File: src/rtl/clock_control_if.sv
// -----------------------------------------------------------------------------
// clock_control_if
//
// Bundles the control and status signals of the CPU clock controller.
// The master side is the environment (board, divider, CPU core) and the
// slave side is the clock_control block itself.
//
// Signals
//   clock_div     divided clock from the clock divider, clock domain
//   run           run switch, 1 = free-run, 0 = stopped / single-step
//   step_btn      raw, asynchronous, bouncy single-step button, 1 = pressed
//   halt_req      level halt request from the CPU core, clock domain
//   cpu_en        one-clock clock-enable pulse to the CPU core
//   running       1 while the controller is free-running
//   halted        1 while the controller is in the fault halt state
//   enable_count  number of cpu_en pulses issued since reset (wraps)
// -----------------------------------------------------------------------------
interface clock_control_if #(
  parameter int COUNT_WIDTH = 16
);

  logic                   clock_div;
  logic                   run;
  logic                   step_btn;
  logic                   halt_req;
  logic                   cpu_en;
  logic                   running;
  logic                   halted;
  logic [COUNT_WIDTH-1:0] enable_count;

  // Environment view: drives the controls, observes the status.
  modport master (
    output clock_div,
    output run,
    output step_btn,
    output halt_req,
    input  cpu_en,
    input  running,
    input  halted,
    input  enable_count
  );

  // Controller view: consumes the controls, produces the status.
  modport slave (
    input  clock_div,
    input  run,
    input  step_btn,
    input  halt_req,
    output cpu_en,
    output running,
    output halted,
    output enable_count
  );

endinterface

File: src/rtl/clock_control.sv
// -----------------------------------------------------------------------------
// clock_control
//
// Generates single-cycle clock-enable pulses for a CPU core from a divided
// clock. In free-run mode every rising edge of the divided clock produces one
// pulse; in stopped mode a debounced press of the step button arms the
// controller so that exactly one pulse is issued on the next divided-clock
// tick. A halt request from the core suppresses pulses and parks the
// controller in a fault halt state until both the halt request and the run
// switch are released.
//
// Parameters
//   DEBOUNCE_CYCLES  consecutive stable samples needed to accept a new
//                    step-button level
//   COUNT_WIDTH      width of the enable pulse counter
//
// Ports
//   clock    system clock, all state changes on its rising edge
//   reset_n  asynchronous, active-low reset
//   bus      clock_control_if slave modport (controls in, status out)
// -----------------------------------------------------------------------------
module clock_control #(
  parameter int DEBOUNCE_CYCLES = 4,
  parameter int COUNT_WIDTH     = 16
) (
  input  logic            clock,
  input  logic            reset_n,
  clock_control_if.slave  bus
);

  localparam int DB_W = (DEBOUNCE_CYCLES > 1) ? $clog2(DEBOUNCE_CYCLES + 1) : 1;
  localparam logic [DB_W-1:0] DB_LAST = DB_W'(DEBOUNCE_CYCLES - 1);

  typedef enum logic [1:0] {
    HALTED,
    RUNNING,
    STEP_ARMED,
    FAULT_HALT
  } state_t;

  state_t                 state_q;
  state_t                 state_d;

  logic                   div_q;
  logic                   tick;

  logic                   stepMeta_q;
  logic                   stepSync_q;
  logic                   stepLevel_q;
  logic                   stepLevel_d;
  logic [DB_W-1:0]        debounceCnt_q;
  logic [DB_W-1:0]        debounceCnt_d;
  logic                   stepPress_q;
  logic                   stepPress_d;

  logic                   cpuEn_q;
  logic                   cpuEn_d;
  logic                   running_q;
  logic                   running_d;
  logic                   halted_q;
  logic                   halted_d;
  logic [COUNT_WIDTH-1:0] enableCount_q;
  logic [COUNT_WIDTH-1:0] enableCount_d;

  // The divided clock is already in our clock domain, so a single register
  // is enough to find its rising edge. Because div_q resets to 0, a divider
  // output that is already high at reset release counts as a tick on the
  // very first clock.
  assign tick = bus.clock_div & ~div_q;

  always_ff @(posedge clock or negedge reset_n) begin
    if (!reset_n) begin
      div_q <= 1'b0;
    end else begin
      div_q <= bus.clock_div;
    end
  end

  // The step button is fully asynchronous, so it passes through a two-flop
  // synchronizer before anything else looks at it.
  always_ff @(posedge clock or negedge reset_n) begin
    if (!reset_n) begin
      stepMeta_q <= 1'b0;
      stepSync_q <= 1'b0;
    end else begin
      stepMeta_q <= bus.step_btn;
      stepSync_q <= stepMeta_q;
    end
  end

  // Debounce: count consecutive synchronized samples that disagree with the
  // accepted level. Any sample that agrees with the accepted level restarts
  // the count, so a bouncing contact never reaches the threshold. On the
  // DEBOUNCE_CYCLES-th disagreeing sample the new level is accepted, and a
  // 0->1 change of the accepted level becomes a one-cycle press strobe.
  always_comb begin
    stepLevel_d   = stepLevel_q;
    debounceCnt_d = '0;
    if (stepSync_q != stepLevel_q) begin
      if (debounceCnt_q == DB_LAST) begin
        stepLevel_d   = stepSync_q;
        debounceCnt_d = '0;
      end else begin
        debounceCnt_d = debounceCnt_q + 1'b1;
      end
    end
    stepPress_d = stepLevel_d & ~stepLevel_q;
  end

  // Debounce state and the registered press strobe.
  always_ff @(posedge clock or negedge reset_n) begin
    if (!reset_n) begin
      stepLevel_q   <= 1'b0;
      debounceCnt_q <= '0;
      stepPress_q   <= 1'b0;
    end else begin
      stepLevel_q   <= stepLevel_d;
      debounceCnt_q <= debounceCnt_d;
      stepPress_q   <= stepPress_d;
    end
  end

  // Next-state logic. A halt request always wins. While armed for a single
  // step the run switch and further presses are ignored until the tick that
  // consumes the step. Leaving the fault state needs both halt_req and run
  // low together, so the operator has to drop the run switch deliberately.
  // The enable pulse is decided here from the current state and registered
  // below; a halt request coincident with a tick always suppresses it.
  always_comb begin
    state_d = state_q;
    cpuEn_d = 1'b0;

    unique case (state_q)
      HALTED: begin
        if (bus.halt_req) begin
          state_d = FAULT_HALT;
        end else if (bus.run) begin
          state_d = RUNNING;
        end else if (stepPress_q) begin
          state_d = STEP_ARMED;
        end
      end

      RUNNING: begin
        if (bus.halt_req) begin
          state_d = FAULT_HALT;
        end else if (!bus.run) begin
          state_d = HALTED;
        end
        cpuEn_d = tick & ~bus.halt_req & bus.run;
      end

      STEP_ARMED: begin
        if (bus.halt_req) begin
          state_d = FAULT_HALT;
        end else if (tick) begin
          state_d = HALTED;
        end
        cpuEn_d = tick & ~bus.halt_req;
      end

      FAULT_HALT: begin
        if (!bus.halt_req && !bus.run) begin
          state_d = HALTED;
        end
      end

      default: begin
        state_d = HALTED;
      end
    endcase

    running_d = (state_d == RUNNING);
    halted_d  = (state_d == FAULT_HALT);
  end

  // The pulse counter advances in the cycle after each enable pulse and
  // wraps silently at its width.
  always_comb begin
    enableCount_d = enableCount_q + COUNT_WIDTH'(cpuEn_q);
  end

  // State register and registered outputs. The status flags are decoded
  // from the next state so they line up with the state register itself.
  always_ff @(posedge clock or negedge reset_n) begin
    if (!reset_n) begin
      state_q       <= HALTED;
      cpuEn_q       <= 1'b0;
      running_q     <= 1'b0;
      halted_q      <= 1'b0;
      enableCount_q <= '0;
    end else begin
      state_q       <= state_d;
      cpuEn_q       <= cpuEn_d;
      running_q     <= running_d;
      halted_q      <= halted_d;
      enableCount_q <= enableCount_d;
    end
  end

  assign bus.cpu_en       = cpuEn_q;
  assign bus.running      = running_q;
  assign bus.halted       = halted_q;
  assign bus.enable_count = enableCount_q;

endmodule

File: src/flat_wrapper.sv
// flat-port wrapper written by rule: the top's interface ports become plain ports
module clock_control_flat 
#(
  parameter int DEBOUNCE_CYCLES = 4,
  parameter int COUNT_WIDTH     = 16
)
  (clock, reset_n, bus_clock_div, bus_run, bus_step_btn, bus_halt_req, bus_cpu_en, bus_running, bus_halted, bus_enable_count);
  clock_control_if #(.COUNT_WIDTH(COUNT_WIDTH)) bus_i ();
  input  logic clock;
  input  logic reset_n;
  input wire logic [$bits(bus_i.clock_div)-1:0] bus_clock_div;
  input wire logic [$bits(bus_i.run)-1:0] bus_run;
  input wire logic [$bits(bus_i.step_btn)-1:0] bus_step_btn;
  input wire logic [$bits(bus_i.halt_req)-1:0] bus_halt_req;
  output wire logic [$bits(bus_i.cpu_en)-1:0] bus_cpu_en;
  output wire logic [$bits(bus_i.running)-1:0] bus_running;
  output wire logic [$bits(bus_i.halted)-1:0] bus_halted;
  output wire logic [$bits(bus_i.enable_count)-1:0] bus_enable_count;
  assign bus_i.clock_div = bus_clock_div;
  assign bus_i.run = bus_run;
  assign bus_i.step_btn = bus_step_btn;
  assign bus_i.halt_req = bus_halt_req;
  assign bus_cpu_en = bus_i.cpu_en;
  assign bus_running = bus_i.running;
  assign bus_halted = bus_i.halted;
  assign bus_enable_count = bus_i.enable_count;
  clock_control #(.DEBOUNCE_CYCLES(DEBOUNCE_CYCLES), .COUNT_WIDTH(COUNT_WIDTH)) u_core (.clock(clock), .reset_n(reset_n), .bus(bus_i));
endmodule
File: config.mk
export PLATFORM = sky130hd
export DESIGN_NAME = clock_control_flat
export DESIGN_NICKNAME = d
export VERILOG_FILES = /design/src/rtl/clock_control_if.sv /design/src/rtl/clock_control.sv /design/src/flat_wrapper.sv
export SDC_FILE = /design/constraint.sdc
export NUM_CORES = 1
export LEC_CHECK = 0
export BUFFER_PORTS_ARGS = -buffer_cell sky130_fd_sc_hd__buf_2
export CORE_MARGIN = 5
export CORE_UTILIZATION = 48
export DETAILED_ROUTE_END_ITERATION = 10
export PLACE_DENSITY = 0.74
export SLEW_MARGIN = 20
export SYNTH_ARGS = -nofsm -noshare
export SYNTH_HDL_FRONTEND = slang
export SYNTH_SLANG_ARGS = --single-unit
File: constraint.sdc
create_clock -name clock -period 1.36 [get_ports clock]
set_input_delay 0.204 -clock clock [delete_from_list [all_inputs] [get_ports clock]]
set_output_delay 0.204 -clock clock [all_outputs]
set_load 0.02 [all_outputs]
==> impl_metrics.py <==
metrics = {
    "clock_network": {
        "cts_root_buf": "clkbuf_4",
        "clk_pin_slew_worst_paths_ns": 0.09,
        "numCtsBuffers": 5,
        "cts.path.max_buffers": 2,
        "clock-sinks": 29,
        "worstSkewPairLatency_ns": 0.32,
        "htreeDepth": 2,
        "cts_tree": "yes",
    },
    "critical_path": {
        "reg2reg_to": "u_core.state_q[1]",
        "crit_path_end_kind": "flip-flop",
        "r2r-start": "u_core.state_q[0]",
        "crit_path_top_delay_cell": "dfrtp_2",
        "r2r_cells": 5,
        "cp.depth": 5,
        "r2r_slack_ns": 0.03,
        "path_delay_family": "flip-flops",
        "cp_max_fo": 4,
        "slowest_delay_ns": 0.46,
        "required_ns": 1.56,
        "crit_chain": "buf_4 > ha_4 > a21o_1 > o21ai_1 > a21oi_1",
        "cp.arrival_ns": 1.53,
        "worst_setup_path_start_kind": "flip-flop",
        "criticalPathCategory": "flip-flop to flip-flop",
        "worst-path-buf-inv": 1,
    },
    "power_and_ir_drop": {
        "ir_drop_mv": 1.29,
        "p_leak_nw": 0.909,
        "pwr-share-clk": 0.184,
        "finalPower_mw": 2.85,
        "intPower_mw": 1.87,
        "comb_power_share": 0.423,
        "p_per_area_mw_per_mm2": 1610,
        "p_sw_frac": 0.342,
        "power_frac_seq": 0.393,
        "p_sw_mw": 0.972,
    },
    "timing": {
        "finalMaxSlewViolations": 0,
        "setup_slack_ns": 0.0275,
        "setup_violations": 0,
        "worst_pin_slew_ns": 0.355,
        "fin_worst_skew_ns": 0.00810,
        "min_period_ns": 1.33,
        "setup_tns_ns": 0,
        "slew_headroom": 0.763,
        "period_share": 0.980,
        "finalHoldViolCount": 0,
        "rsz0062_at_grt": "yes",
        "fmax_ghz": 0.750,
        "fin_hold_ws_ns": 0.214,
    },
    "floorplanning": {
        "die-area_mm2": 0.00376,
        "coreArea_mm2": 0.00250,
        "row_count": 18,
        "start_util": 0.506,
        "io-pin-count": 25,
        "fp.dieW_um": 61.3,
        "die_y_um": 61.3,
    },
    "hold_path": {
        "hold-path-endpoint": "u_core.bus.cpu_en",
        "worstHoldStart": "bus_halt_req",
        "hp-class": "input pin to flip-flop",
        "holdPathStages": 3,
    },
    "yosys": {
        "synth_xor_area_frac": 0.104,
        "mappedNetlistArea_mm2": 0.00126,
        "ys_types": 30,
        "yosysSeqAreaShare": 0.574,
        "synth_simple_gate_area_frac": 0.152,
        "synth_adder_area_share": 0.0692,
        "avgSynthCellArea_um2": 12.3,
        "synth-edff-count": 0,
        "ys_async_sr_fraction": 1.00,
        "ys_ff_latch": 29,
        "synth_nets": 116,
        "synth_cells": 103,
        "synth_ff_type": "dfrtp_1",
        "synth_top_family_by_area": "simple AND/OR/NAND/NOR gates",
        "synth.area.mux_share": 0.00890,
        "synth_warnings": 0,
        "synth_compound_area_frac": 0.0861,
    },
    "flow_run": {
        "cap_violations": 0,
    },
    "status": {
        "run_status": "finished clean",
    },
    "layout": {
        "syn_to_final_growth_pct": 39.4,
        "instances_no_fill": 185,
        "fin_util": 0.705,
        "drive_gt1_frac": 0.471,
        "final_cell_mix": "dfrtp_1 (26), buf_2 (24), buf_4 (17)",
        "nets": 167,
        "antenna_cells": 0,
        "layout_commonest_cell": "dfrtp_1",
        "stdcell_area_mm2": 0.00176,
    },
    "grt": {
        "grt_pass1_vias": 996,
        "antenna_found_initial": 0,
        "overflow": 0,
        "grt_usage": 0.171,
        "grt_max_degree": 30,
        "grt_pass1_wl_mm": 4.49,
    },
    "place": {
        "dp_cells": 167,
        "port_buffers": 24,
        "gp_congestion": 0.882,
        "post-place-ws_ns": -0.0675,
        "dp_hpwl_mm": 1.91,
        "dpl_cell_area_mm2": 0.00154,
    },
    "route": {
        "routed_wl_mm": 2.63,
        "wire_per_inst_um": 14.2,
        "viasPerCell": 5.19,
        "antenna_left": 0,
        "drc": 0,
        "drtIter0Drc": 24,
        "vias": 960,
        "drtPass1Iterations": 4,
    },
}
-- flip-flops by register name, indices dropped and copies added (netlist names) --
register,cells
u_core.bus.cpu_en,1
u_core.stepMeta_q,1
u_core.stepLevel_q,1
u_core.bus.enable_count,16
u_core.bus.running,1
u_core.bus.halted,1
u_core.stepSync_q,1
u_core.div_q,1
u_core.stepPress_q,1
u_core.debounceCnt_q,3
u_core.state_q,2
-- metal layers --
metal | share of wire | track usage | vias up | wire (um)
li1 | - | - | 467 | -
met5 | 0 | 0 | - | 0
met2 | 0.54 | 0.293 | 19 | 1420
met3 | 0.054 | 0.0650 | 9 | 142
met1 | 0.38 | 0.180 | 465 | 992
met4 | 0.030 | 0.0939 | 0 | 78
-- cell usage after synthesis, drive strengths merged, types with 3 or more instances --
library cell  instances  area [um^2]
nand2                 6         22.5
dfrtp                29          726
nand3                 8         45.0
nor3b                 4         30.0
xor2                  6         52.6
ha                    7         87.6
xnor2                 9         78.8
nor2                  5         18.8
and3                  3         18.8
a21oi                 5         40.0
-- power groups by stage --
stage	Combinational [mW]	Sequential [mW]	Clock (mW)
floorplan	0.482	1.21	0
global placement	0.862	1.12	0
detailed placement	0.915	1.12	0
CTS	1.03	1.12	0.551
global route	1.34	1.14	0.597
finish	1.20	1.12	0.525
-- cells by family after synthesis --
group                    count (synthesis)
flip-flops                              29
AND/OR/NAND/NOR                         34
AO/OA/AOI/OAI                           15
multiplexers                             1
XOR/XNOR                                15
adder cells (fa/ha/maj)                  7
buffers and inverters                    2
-- what timing repair did --
item	CTS	global route
endpoints found under the setup margin	4	9
buffers inserted	3	4
hold buffers	3	0
pin swaps	1	12
hold endpoints to repair	31	0
gates resized for setup	6	12
-- cell type report --
class | instances | area (um^2)
multi-input combinational | 72 | 652
clock buffer | 8 | 58.8
fill | 174 | 737
inverter | 2 | 7.51
timing repair buffer | 44 | 278
sequential | 29 | 729
tap | 30 | 37.5
-- tightest hold or removal path, stage by stage --
cell and delay (ns):
buf_2 0.09, or3b_4 0.15, nor3b_1 0.06
-- how the worst max path moves through the flow --
stage / from / to / slack (ns)
3_3_place_gp: u_core.state_q[1] / u_core.bus.running / -0.02
4_1_cts: u_core.bus.enable_count[0] / u_core.bus.enable_count[8] / 0.002
5_1_grt: u_core.state_q[1] / u_core.bus.running / -0.03
3_5_place_dp: u_core.state_q[1] / u_core.bus.running / -0.07
6_report: u_core.state_q[0] / u_core.state_q[1] / 0.03
2_1_floorplan: u_core.bus.cpu_en / u_core.bus.enable_count[8] / 0.005
Note: power is estimated with default switching activity, not from simulation.
